`src/rtl/midi_pkg.sv`:
```
// Shared MIDI definitions: status constants, message record and data-count lookup.
package midi_pkg;

  localparam logic [7:0] MIDI_NOTE_OFF  = 8'h80;
  localparam logic [7:0] MIDI_NOTE_ON   = 8'h90;
  localparam logic [7:0] MIDI_POLY_AT   = 8'hA0;
  localparam logic [7:0] MIDI_CC        = 8'hB0;
  localparam logic [7:0] MIDI_PROG_CHG  = 8'hC0;
  localparam logic [7:0] MIDI_CHAN_AT   = 8'hD0;
  localparam logic [7:0] MIDI_PITCH     = 8'hE0;
  localparam logic [7:0] MIDI_SYSEX     = 8'hF0;
  localparam logic [7:0] MIDI_MTC_QF    = 8'hF1;
  localparam logic [7:0] MIDI_SONG_POS  = 8'hF2;
  localparam logic [7:0] MIDI_SONG_SEL  = 8'hF3;
  localparam logic [7:0] MIDI_TUNE_REQ  = 8'hF6;
  localparam logic [7:0] MIDI_EOX       = 8'hF7;
  localparam logic [7:0] MIDI_RT_CLOCK  = 8'hF8;

  typedef enum logic [1:0] {RX_IDLE, RX_START, RX_DATA, RX_STOP} rx_state_t;

  typedef struct packed {
    logic [7:0] status;
    logic [6:0] data1;
    logic [6:0] data2;
    logic [1:0] len;
  } midi_msg_t;

  function automatic logic [1:0] midi_data_count(input logic [7:0] status);
    logic [1:0] cnt;
    cnt = 2'd0;
    case (status[7:4])
      4'h8, 4'h9, 4'hA, 4'hB, 4'hE: cnt = 2'd2;
      4'hC, 4'hD:                   cnt = 2'd1;
      4'hF: begin
        case (status[3:0])
          4'h1, 4'h3: cnt = 2'd1;
          4'h2:       cnt = 2'd2;
          default:    cnt = 2'd0;
        endcase
      end
      default: cnt = 2'd0;
    endcase
    return cnt;
  endfunction

  function automatic midi_msg_t midi_msg(input logic [7:0] status, input logic [6:0] data1,
                                         input logic [6:0] data2, input logic [1:0] len);
    midi_msg_t m;
    m.status = status;
    m.data1  = data1;
    m.data2  = data2;
    m.len    = len;
    return m;
  endfunction

endpackage

```
`src/rtl/midi_rx_uart.sv`:
```
// MIDI line synchronizer and byte receiver (start/8 data/stop, LSB first).
module midi_rx_uart
  import midi_pkg::*;
#(
  parameter int CLK_HZ = 180000000,
  parameter int BAUD   = 31250
) (
  input  logic       clk_i,
  input  logic       rstn_i,
  input  logic       midi_rx_i,
  output logic [7:0] byte_o,
  output logic       byte_vld_o,
  output logic       ferr_o
);

  localparam int DIV = (CLK_HZ + BAUD / 2) / BAUD;
  localparam int CW  = $clog2(DIV);
  localparam logic [CW-1:0] HALF_M1 = CW'(DIV / 2 - 1);
  localparam logic [CW-1:0] FULL_M1 = CW'(DIV - 1);

  logic            sync1_r;
  logic            sync2_r;
  logic            prev_r;
  rx_state_t       state_r;
  logic [CW-1:0]   cnt_r;
  logic [2:0]      bit_idx_r;
  logic [7:0]      shift_r;

  // Synchronizer, bit timing and byte framing; sync flops reset low so a low line never arms.
  always_ff @(posedge clk_i or negedge rstn_i) begin
    if (!rstn_i) begin
      sync1_r    <= 1'b0;
      sync2_r    <= 1'b0;
      prev_r     <= 1'b0;
      state_r    <= RX_IDLE;
      cnt_r      <= '0;
      bit_idx_r  <= 3'd0;
      shift_r    <= 8'd0;
      byte_o     <= 8'd0;
      byte_vld_o <= 1'b0;
      ferr_o     <= 1'b0;
    end else begin
      sync1_r    <= midi_rx_i;
      sync2_r    <= sync1_r;
      prev_r     <= sync2_r;
      byte_vld_o <= 1'b0;
      ferr_o     <= 1'b0;
      case (state_r)
        RX_IDLE: begin
          if (prev_r && !sync2_r) begin
            state_r <= RX_START;
            cnt_r   <= '0;
          end
        end
        RX_START: begin
          if (cnt_r == HALF_M1) begin
            cnt_r     <= '0;
            bit_idx_r <= 3'd0;
            state_r   <= sync2_r ? RX_IDLE : RX_DATA;
          end else begin
            cnt_r <= cnt_r + CW'(1);
          end
        end
        RX_DATA: begin
          if (cnt_r == FULL_M1) begin
            cnt_r   <= '0;
            shift_r <= {sync2_r, shift_r[7:1]};
            if (bit_idx_r == 3'd7) begin
              state_r <= RX_STOP;
            end else begin
              bit_idx_r <= bit_idx_r + 3'd1;
            end
          end else begin
            cnt_r <= cnt_r + CW'(1);
          end
        end
        RX_STOP: begin
          if (cnt_r == FULL_M1) begin
            cnt_r   <= '0;
            state_r <= RX_IDLE;
            if (sync2_r) begin
              byte_o     <= shift_r;
              byte_vld_o <= 1'b1;
            end else begin
              ferr_o <= 1'b1;
            end
          end else begin
            cnt_r <= cnt_r + CW'(1);
          end
        end
        default: state_r <= RX_IDLE;
      endcase
    end
  end

endmodule

```
`src/rtl/midi_rx_parser.sv`:
```
// MIDI receive parser: running status, system common, sysex drop and realtime handling.
// Optional feature macro MIDI_RX_REALTIME_EN: emit 0xF8-0xFF realtime bytes as len-0 messages.
module midi_rx_parser
  import midi_pkg::*;
#(
  parameter int CLK_HZ = 180000000,
  parameter int BAUD   = 31250
) (
  input  logic       clk_i,
  input  logic       rstn_i,
  input  logic       midi_rx_i,
  output logic [7:0] status_o,
  output logic [6:0] data1_o,
  output logic [6:0] data2_o,
  output logic [1:0] len_o,
  output logic       msg_vld_o,
  output logic       err_o
);

  logic [7:0] rx_byte_s;
  logic       rx_vld_s;
  logic       rx_ferr_s;

  logic [7:0] byte_r;
  logic       byte_vld_r;
  logic [7:0] run_status_r;
  logic       run_vld_r;
  logic       sys_r;
  logic [1:0] exp_r;
  logic       idx_r;
  logic [6:0] d1_r;
  midi_msg_t  msg_r;

  midi_rx_uart #(.CLK_HZ(CLK_HZ), .BAUD(BAUD)) u_uart (
    .clk_i      (clk_i),
    .rstn_i     (rstn_i),
    .midi_rx_i  (midi_rx_i),
    .byte_o     (rx_byte_s),
    .byte_vld_o (rx_vld_s),
    .ferr_o     (rx_ferr_s)
  );

  assign status_o = msg_r.status;
  assign data1_o  = msg_r.data1;
  assign data2_o  = msg_r.data2;
  assign len_o    = msg_r.len;

  // Byte staging register plus message assembly; a framing error drops the partial message only.
  always_ff @(posedge clk_i or negedge rstn_i) begin
    if (!rstn_i) begin
      byte_r       <= 8'd0;
      byte_vld_r   <= 1'b0;
      run_status_r <= 8'd0;
      run_vld_r    <= 1'b0;
      sys_r        <= 1'b0;
      exp_r        <= 2'd0;
      idx_r        <= 1'b0;
      d1_r         <= 7'd0;
      msg_r        <= '0;
      msg_vld_o    <= 1'b0;
      err_o        <= 1'b0;
    end else begin
      byte_r     <= rx_byte_s;
      byte_vld_r <= rx_vld_s;
      err_o      <= rx_ferr_s;
      msg_vld_o  <= 1'b0;
      if (rx_ferr_s) begin
        idx_r <= 1'b0;
      end else if (byte_vld_r) begin
        if (!byte_r[7]) begin
          if (run_vld_r) begin
            if (!idx_r && exp_r == 2'd2) begin
              d1_r  <= byte_r[6:0];
              idx_r <= 1'b1;
            end else begin
              msg_vld_o <= 1'b1;
              msg_r     <= idx_r ? midi_msg(run_status_r, d1_r, byte_r[6:0], 2'd2)
                                 : midi_msg(run_status_r, byte_r[6:0], 7'd0, 2'd1);
              idx_r     <= 1'b0;
              if (sys_r) begin
                run_vld_r <= 1'b0;
              end
            end
          end
        end else if (byte_r >= MIDI_RT_CLOCK) begin
`ifdef MIDI_RX_REALTIME_EN
          msg_vld_o <= 1'b1;
          msg_r     <= midi_msg(byte_r, 7'd0, 7'd0, 2'd0);
`endif
        end else if (byte_r < MIDI_SYSEX) begin
          run_status_r <= byte_r;
          run_vld_r    <= 1'b1;
          sys_r        <= 1'b0;
          exp_r        <= midi_data_count(byte_r);
          idx_r        <= 1'b0;
        end else begin
          case (byte_r)
            MIDI_MTC_QF, MIDI_SONG_POS, MIDI_SONG_SEL: begin
              run_status_r <= byte_r;
              run_vld_r    <= 1'b1;
              sys_r        <= 1'b1;
              exp_r        <= midi_data_count(byte_r);
              idx_r        <= 1'b0;
            end
            MIDI_TUNE_REQ: begin
              msg_vld_o <= 1'b1;
              msg_r     <= midi_msg(byte_r, 7'd0, 7'd0, 2'd0);
              run_vld_r <= 1'b0;
              idx_r     <= 1'b0;
            end
            default: begin
              run_vld_r <= 1'b0;
              idx_r     <= 1'b0;
            end
          endcase
        end
      end
    end
  end

endmodule

```
`config.mk`:
```
export PLATFORM = sky130hd
export DESIGN_NAME = midi_rx_parser
export DESIGN_NICKNAME = d
export VERILOG_FILES = /design/src/rtl/midi_pkg.sv /design/src/rtl/midi_rx_uart.sv /design/src/rtl/midi_rx_parser.sv
export SDC_FILE = /design/constraint.sdc
export NUM_CORES = 1
export LEC_CHECK = 0
export BUFFER_PORTS_ARGS = -buffer_cell sky130_fd_sc_hd__buf_2
export CAP_MARGIN = 5
export CELL_PAD_IN_SITES_DETAIL_PLACEMENT = 1
export CELL_PAD_IN_SITES_GLOBAL_PLACEMENT = 1
export CORE_UTILIZATION = 43
export DETAILED_ROUTE_END_ITERATION = 12
export PLACE_DENSITY = 0.77
export RECOVER_POWER = 100
export SLEW_MARGIN = 40
export SYNTH_ARGS = -nofsm -noshare
export SYNTH_HDL_FRONTEND = slang
export SYNTH_SLANG_ARGS = --single-unit
```
`constraint.sdc`:
```
create_clock -name clk_i -period 1.99 [get_ports clk_i]
set_input_delay 0.199 -clock clk_i [delete_from_list [all_inputs] [get_ports clk_i]]
set_output_delay 0.199 -clock clk_i [all_outputs]
set_load 0.02 [all_outputs]
```
; Word-level counts from Yosys, hierarchy flattened
; Cells that the tools add are included.
[classes]
addsub = 2
order_cmp = 2
n_eq_ne = 33
mux = 57
bitwise_logic = 3
n_reduce_logical = 24
[op_table]
columns = op, count
row1 = 2-to-1 mux 24 bit, 6
row2 = 2-to-1 mux 13 bit, 3
row3 = case mux 13 bit (3 select lines), 1
row4 = "== test 4 bit, second input constant", 8
row5 = "== test 8 bit, second input constant", 4
row6 = 2-to-1 mux 1 bit, 29
row7 = 2-to-1 mux 16 bit, 1
row8 = 2-to-1 mux 2 bit, 8
row9 = 2-to-1 mux 8 bit, 2
row10 = AND reduction 5 bit, 3
row11 = "adder 13 x 1 -> 13 bit, second input constant", 1
row12 = "== test 13 x 12 -> 1 bit, second input constant", 1
row13 = "== test 13 bit, second input constant", 1
row14 = "inequality test 2 x 1 -> 1 bit, second input constant", 6
row15 = 2-to-1 mux 3 bit, 3
row16 = AND reduction 3 bit, 3
row17 = "== test 4 x 2 -> 1 bit, second input constant", 2
row18 = ">= comparator 8 bit, second input constant", 1
row19 = "less-than comparator 8 bit, second input constant", 1
row20 = "inequality test 2 bit, second input constant", 4
row21 = case mux 2 bit (4 select lines), 1
row22 = nonzero test 2 bit, 4
row23 = AND reduction 7 bit, 1
row24 = "== test 2 bit, second input constant", 3
row25 = 18 further kinds, 24
[word_totals]
regBits = 94
input_bits = 3
output_inout_bits = 26
elab_cells = 145

; Longest topological paths before layout
[depth]
word_depth = 7
depth_mapped = 8
ltp_nobuf = 6

; Hierarchy
; Synthesis repeated with hierarchy kept, for this count alone.
[unflattened]
hier_cells = 316
area_unflattened_um2 = 4027.6
[by_module_without_submodules]
columns = mod, instances, cells_per_inst, area_per_inst_um2, seq_area_each_um2
row1 = midi_rx_parser, 1, 160, 2233.4, 1376.3
row2 = midi_rx_uart, 1, 156, 1794.2, 975.9

; Least setup slack after synthesis
; Ideal clock, no wire load.
[synth_path]
path_kind = register -> register
start = register u_uart.cnt_r[8]
end = register u_uart.shift_r[0]
setup_ns = 0.125
arrival_time_ns = 2.013
required_time_ns = 1.865
slack_ns = -0.147
path_stages_with_launch = 6
path_buffers = 1
period_less_slack_ns = 2.137
path_cell_list = dfrtp_1 or4b_4 or4_1 buf_6 nor2_8 mux2_2
[synth_via]
elab_chain_len = 2
[synth_rtl]
columns = element, line_no
row1 = "start, declared", midi_rx_uart.sv:25  ; logic [CW-1:0] cnt_r;
row2 = "start signal, assigned", midi_rx_uart.sv:61  ; cnt_r <= cnt_r + CW'(1);
row3 = "start signal, assigned", midi_rx_uart.sv:74  ; cnt_r <= cnt_r + CW'(1);
row4 = "start signal, assigned", midi_rx_uart.sv:88  ; cnt_r <= cnt_r + CW'(1);
row5 = == test 13 bit, midi_rx_uart.sv:65  ; if (cnt_r == FULL_M1) begin
row6 = AND reduction 2 bit (no source line), -
row7 = "end signal, assigned", midi_rx_uart.sv:67  ; shift_r <= {sync2_r, shift_r[7:1]};
row8 = "end, declared", midi_rx_uart.sv:27  ; logic [7:0] shift_r;
; Every way passes these cells.
; A chain may end at the register's enable or synchronous reset.

; Worst setup path in the final report
[layout_path]
start = register u_uart.cnt_r[8]
end = register u_uart.shift_r[5]
; Same word-level chain as after synthesis.

==> results.py <==
metrics = {
    "run_status": {
        "status": "finished, violations left",
        "failed_checks": "setup timing",
    },
    "clock_tree": {
        "numClockSinks": 94,
        "numCtsBuffers": 9,
        "clk_pin_slew_ps": 100,
        "h-tree-depth": 3,
        "clk_latency_ps": 370,
        "clk_path_buf_depth": 2,
        "clockRootBuffer": "clkbuf_8",
        "cts_tree": "built",
    },
    "yosys": {
        "synth_top_family_by_area": "simple AND/OR/NAND/NOR gates",
        "synth-main-ff-cell": "dfrtp_1",
        "ys_seq_area_share_pct": 58.1,
        "synth-adder-area-share_pct": 0.927,
        "synth_edf_count": 0,
        "synth_cell_types": 47,
        "syn-mean-instance-area_um2": 11.5,
        "synth_cells": 351,
        "synth_area_leader_cell": "dfrtp_1",
        "synth-seq-cells": 94,
        "muxShareOfSynthArea_pct": 12.3,
        "synth_area_leaders": "dfrtp_1 58%, mux2_2 8.3%, mux2i_1 4.0%",
        "synth_nets": 357,
        "yosysMostFrequentCell": "dfrtp_1",
        "synth_compound_area_share_pct": 9.89,
        "synth_common_cells": "94 x dfrtp_1, 35 x nand2_1, 30 x mux2_2",
        "yosys_warnings": 0,
        "synth_xor_area_share_pct": 0.865,
        "yosys.area_share.simple_pct": 15.1,
        "synthesis.area_mm2": 0.00405,
        "synth_top_cell_area_share_pct": 58.1,
        "synthArstFlopShare_pct": 100,
    },
    "route": {
        "vias": 2835,
        "first_pass_iters": 4,
        "drt_iter0_markers": 73,
        "route.detailed.drc": 0,
        "via_per_inst": 5.33,
        "wl_um": 8810,
        "drt-wirelength-per-cell_um": 16.6,
        "ant_nets": 0,
    },
    "power_and_ir_drop": {
        "p_leak_nw": 2.30,
        "p_per_area_mw_per_mm2": 806,
        "ir_drop_mv": 0.501,
    },
    "die": {
        "rows": 35,
        "num_io_pins": 29,
        "initial_core_util_pct": 44.0,
        "die_h_um": 99.0,
        "core_mm2": 0.00920,
        "die_w_um": 99.0,
        "die_area_mm2": 0.00981,
    },
    "worst_hold_path": {
        "hp-class": "flop to flop",
    },
    "global_route": {
        "grt_overflow_total": 0,
        "grt_max_degree": 54,
        "grt_first_pass_wirelength_um": 15300,
        "grt.total_usage_pct": 20.1,
        "antenna_found_initial": 0,
        "grt_pass1_vias": 3073,
    },
    "sta": {
        "tightest_slew_ps": 1290,
        "clock_skew_ps": 16.5,
        "rsz0062_at_grt": "true",
        "finalCritPeriodShare_pct": 108,
        "slew_viol_final": 0,
        "hold_viol": 0,
        "setup_viol": 25,
        "max_clock_freq_mhz": 466,
        "tns_ps": -2430,
        "finalCriticalPeriod_ps": 2150,
        "final.setup.worst_slack_ps": -158,
        "slew_headroom_pct": 13.7,
    },
    "layout": {
        "layout.nets": 422,
        "final_layout_size_suffix_gt1_share_pct": 23.8,
        "num_antenna_cells": 0,
        "synthToLayoutAreaGrowth_pct": 18.0,
        "final_cells": 532,
        "utilization_pct": 52.0,
    },
    "setup_path": {
        "worstSetupPathType": "flop to flop",
        "worst_setup_path_start_kind": "flop",
        "cp-startpoint": "u_uart.cnt_r[8]$_DFFE_PN0N_",
        "reg2reg_to": "u_uart.shift_r[5]$_DFFE_PN0P_",
        "worstReg2RegStart": "u_uart.cnt_r[8]$_DFFE_PN0N_",
        "endpoint": "u_uart.shift_r[5]$_DFFE_PN0P_",
        "path_max_fanout": 8,
        "ff2ff_path_depth": 4,
        "crit_path_end_kind": "flop",
        "required_ps": 2250,
        "r2r_slack_ps": -160,
        "critPathArrivalTime_ps": 2410,
    },
    "place": {
        "gp_congestion": 0.792,
        "portBuffers": 28,
        "dp_cells": 513,
        "post-dp-hpwl_um": 6190,
        "pre_cts_slack_ps": -152,
    },
    "job": {
        "maxCapViolCount": 0,
    },
}
## cell families (layout without fill, tap and decap cells)
| group | count (synthesis) | after routing |
|---|---|---|
| simple gates | 114 | 114 |
| xor+xnor | 4 | 4 |
| compound gates | 63 | 63 |
| fa+ha+maj | 3 | 3 |
| flops | 94 | 94 |
| buf+inv | 27 | 97 |
| mux | 46 | 46 |
## how the worst min path moves through the flow
stage,startpoint,to,cells past startpoint
after floorplan,rstn_i,asynchronous set/reset pin,0
after global placement,rstn_i,status_o[7]$_DFFE_PN0P_,1
after detailed placement,rstn_i,status_o[7]$_DFFE_PN0P_,1
after CTS,u_uart.byte_vld_o$_DFF_PN0_,byte_vld_r$_DFF_PN0_,0
after global routing,u_uart.sync1_r$_DFF_PN0_,u_uart.sync2_r$_DFF_PN0_,0
final,u_uart.byte_vld_o$_DFF_PN0_,byte_vld_r$_DFF_PN0_,0
## registers in the layout, summed over array words and instances (netlist names), named ones only
name               flops
u_uart.sync2_r         1
sys_r                  1
byte_r                 8
u_uart.sync1_r         1
run_status_r           8
byte_vld_r             1
msg_vld_o              1
u_uart.prev_r          1
exp_r                  2
data2_o                7
u_uart.state_r         1
u_uart.ferr_o          1
run_vld_r              1
u_uart.byte_o          8
u_uart.shift_r         8
idx_r                  1
data1_o                7
u_uart.bit_idx_r       3
status_o               8
u_uart.byte_vld_o      1
len_o                  2
d1_r                   7
err_o                  1
u_uart.cnt_r          13
## layer usage
layer  up-vias  track usage, %  share of wire (%)
met4         0            8.50                1.7
li1       1359               -                  -
met5         -               0                  0
met3        11            2.98                1.9
met2        43            34.3                 50
met1      1422            25.5                 46
## what timing repair did
action,CTS,global route
hold buffers,2,0
setup buffers,0,1
gates resized for setup,11,2
hold endpoints to repair,51,0
endpoints found under the setup margin,33,49
pin swaps,2,1
## report_power, final
| group | internal [W] | leakage, nW | switching, W | total [W] |
|---|---|---|---|---|
| combinational | 0.000227 | 0.891 | 0.000274 | 0.000501 |
| clock | 0.000612 | 0.105 | 0.000738 | 0.00135 |
| sequential | 0.00195 | 1.30 | 0.0000517 | 0.00200 |
## area by class of cell
class                      instances  area, um^2
clock buffer                       9         124
clock inverter                     7        86.3
sequential                        94        2350
tap                              111         139
fill                            1001        4420
multi-input combinational        230        1640
timing repair buffer              69         398
inverter                          12        45.0
## stage by stage
| step | total power, W | hold WS, ps | area [um^2] |
|---|---|---|---|
| 6_report | 0.00385 | 364 | 4780 |
| 4_1_cts | 0.00389 | 367 | 4840 |
| 2_1_floorplan | 0.00226 | -96.6 | 4060 |
| 3_5_place_dp | 0.00250 | 288 | 4560 |
| 5_1_grt | 0.00402 | 375 | 4780 |
| 3_3_place_gp | 0.00247 | 271 | 4560 |
## cells in the final DEF (no fill, tap or decap), types with 6 or more instances in the layout
master,instances
dfrtp_1,94
nor3_1,7
mux2i_1,16
o21ai_0,18
inv_1,12
a31oi_1,6
nor2_1,26
nand3_1,7
nand2_1,35
nor2b_1,9
a21oi_1,13
clkbuf_8,9
or3_1,7
mux2_2,25
buf_4,27
clkbuf_1,32
a31o_2,6
## worst max-delay path, cell delays in order, from the launching register on
cell and delay (ps):
dfrtp_1 390, or4b_4 550, or4_4 530, nor2_8 210, mux2_2 360
(Power assumes the default switching activity.)
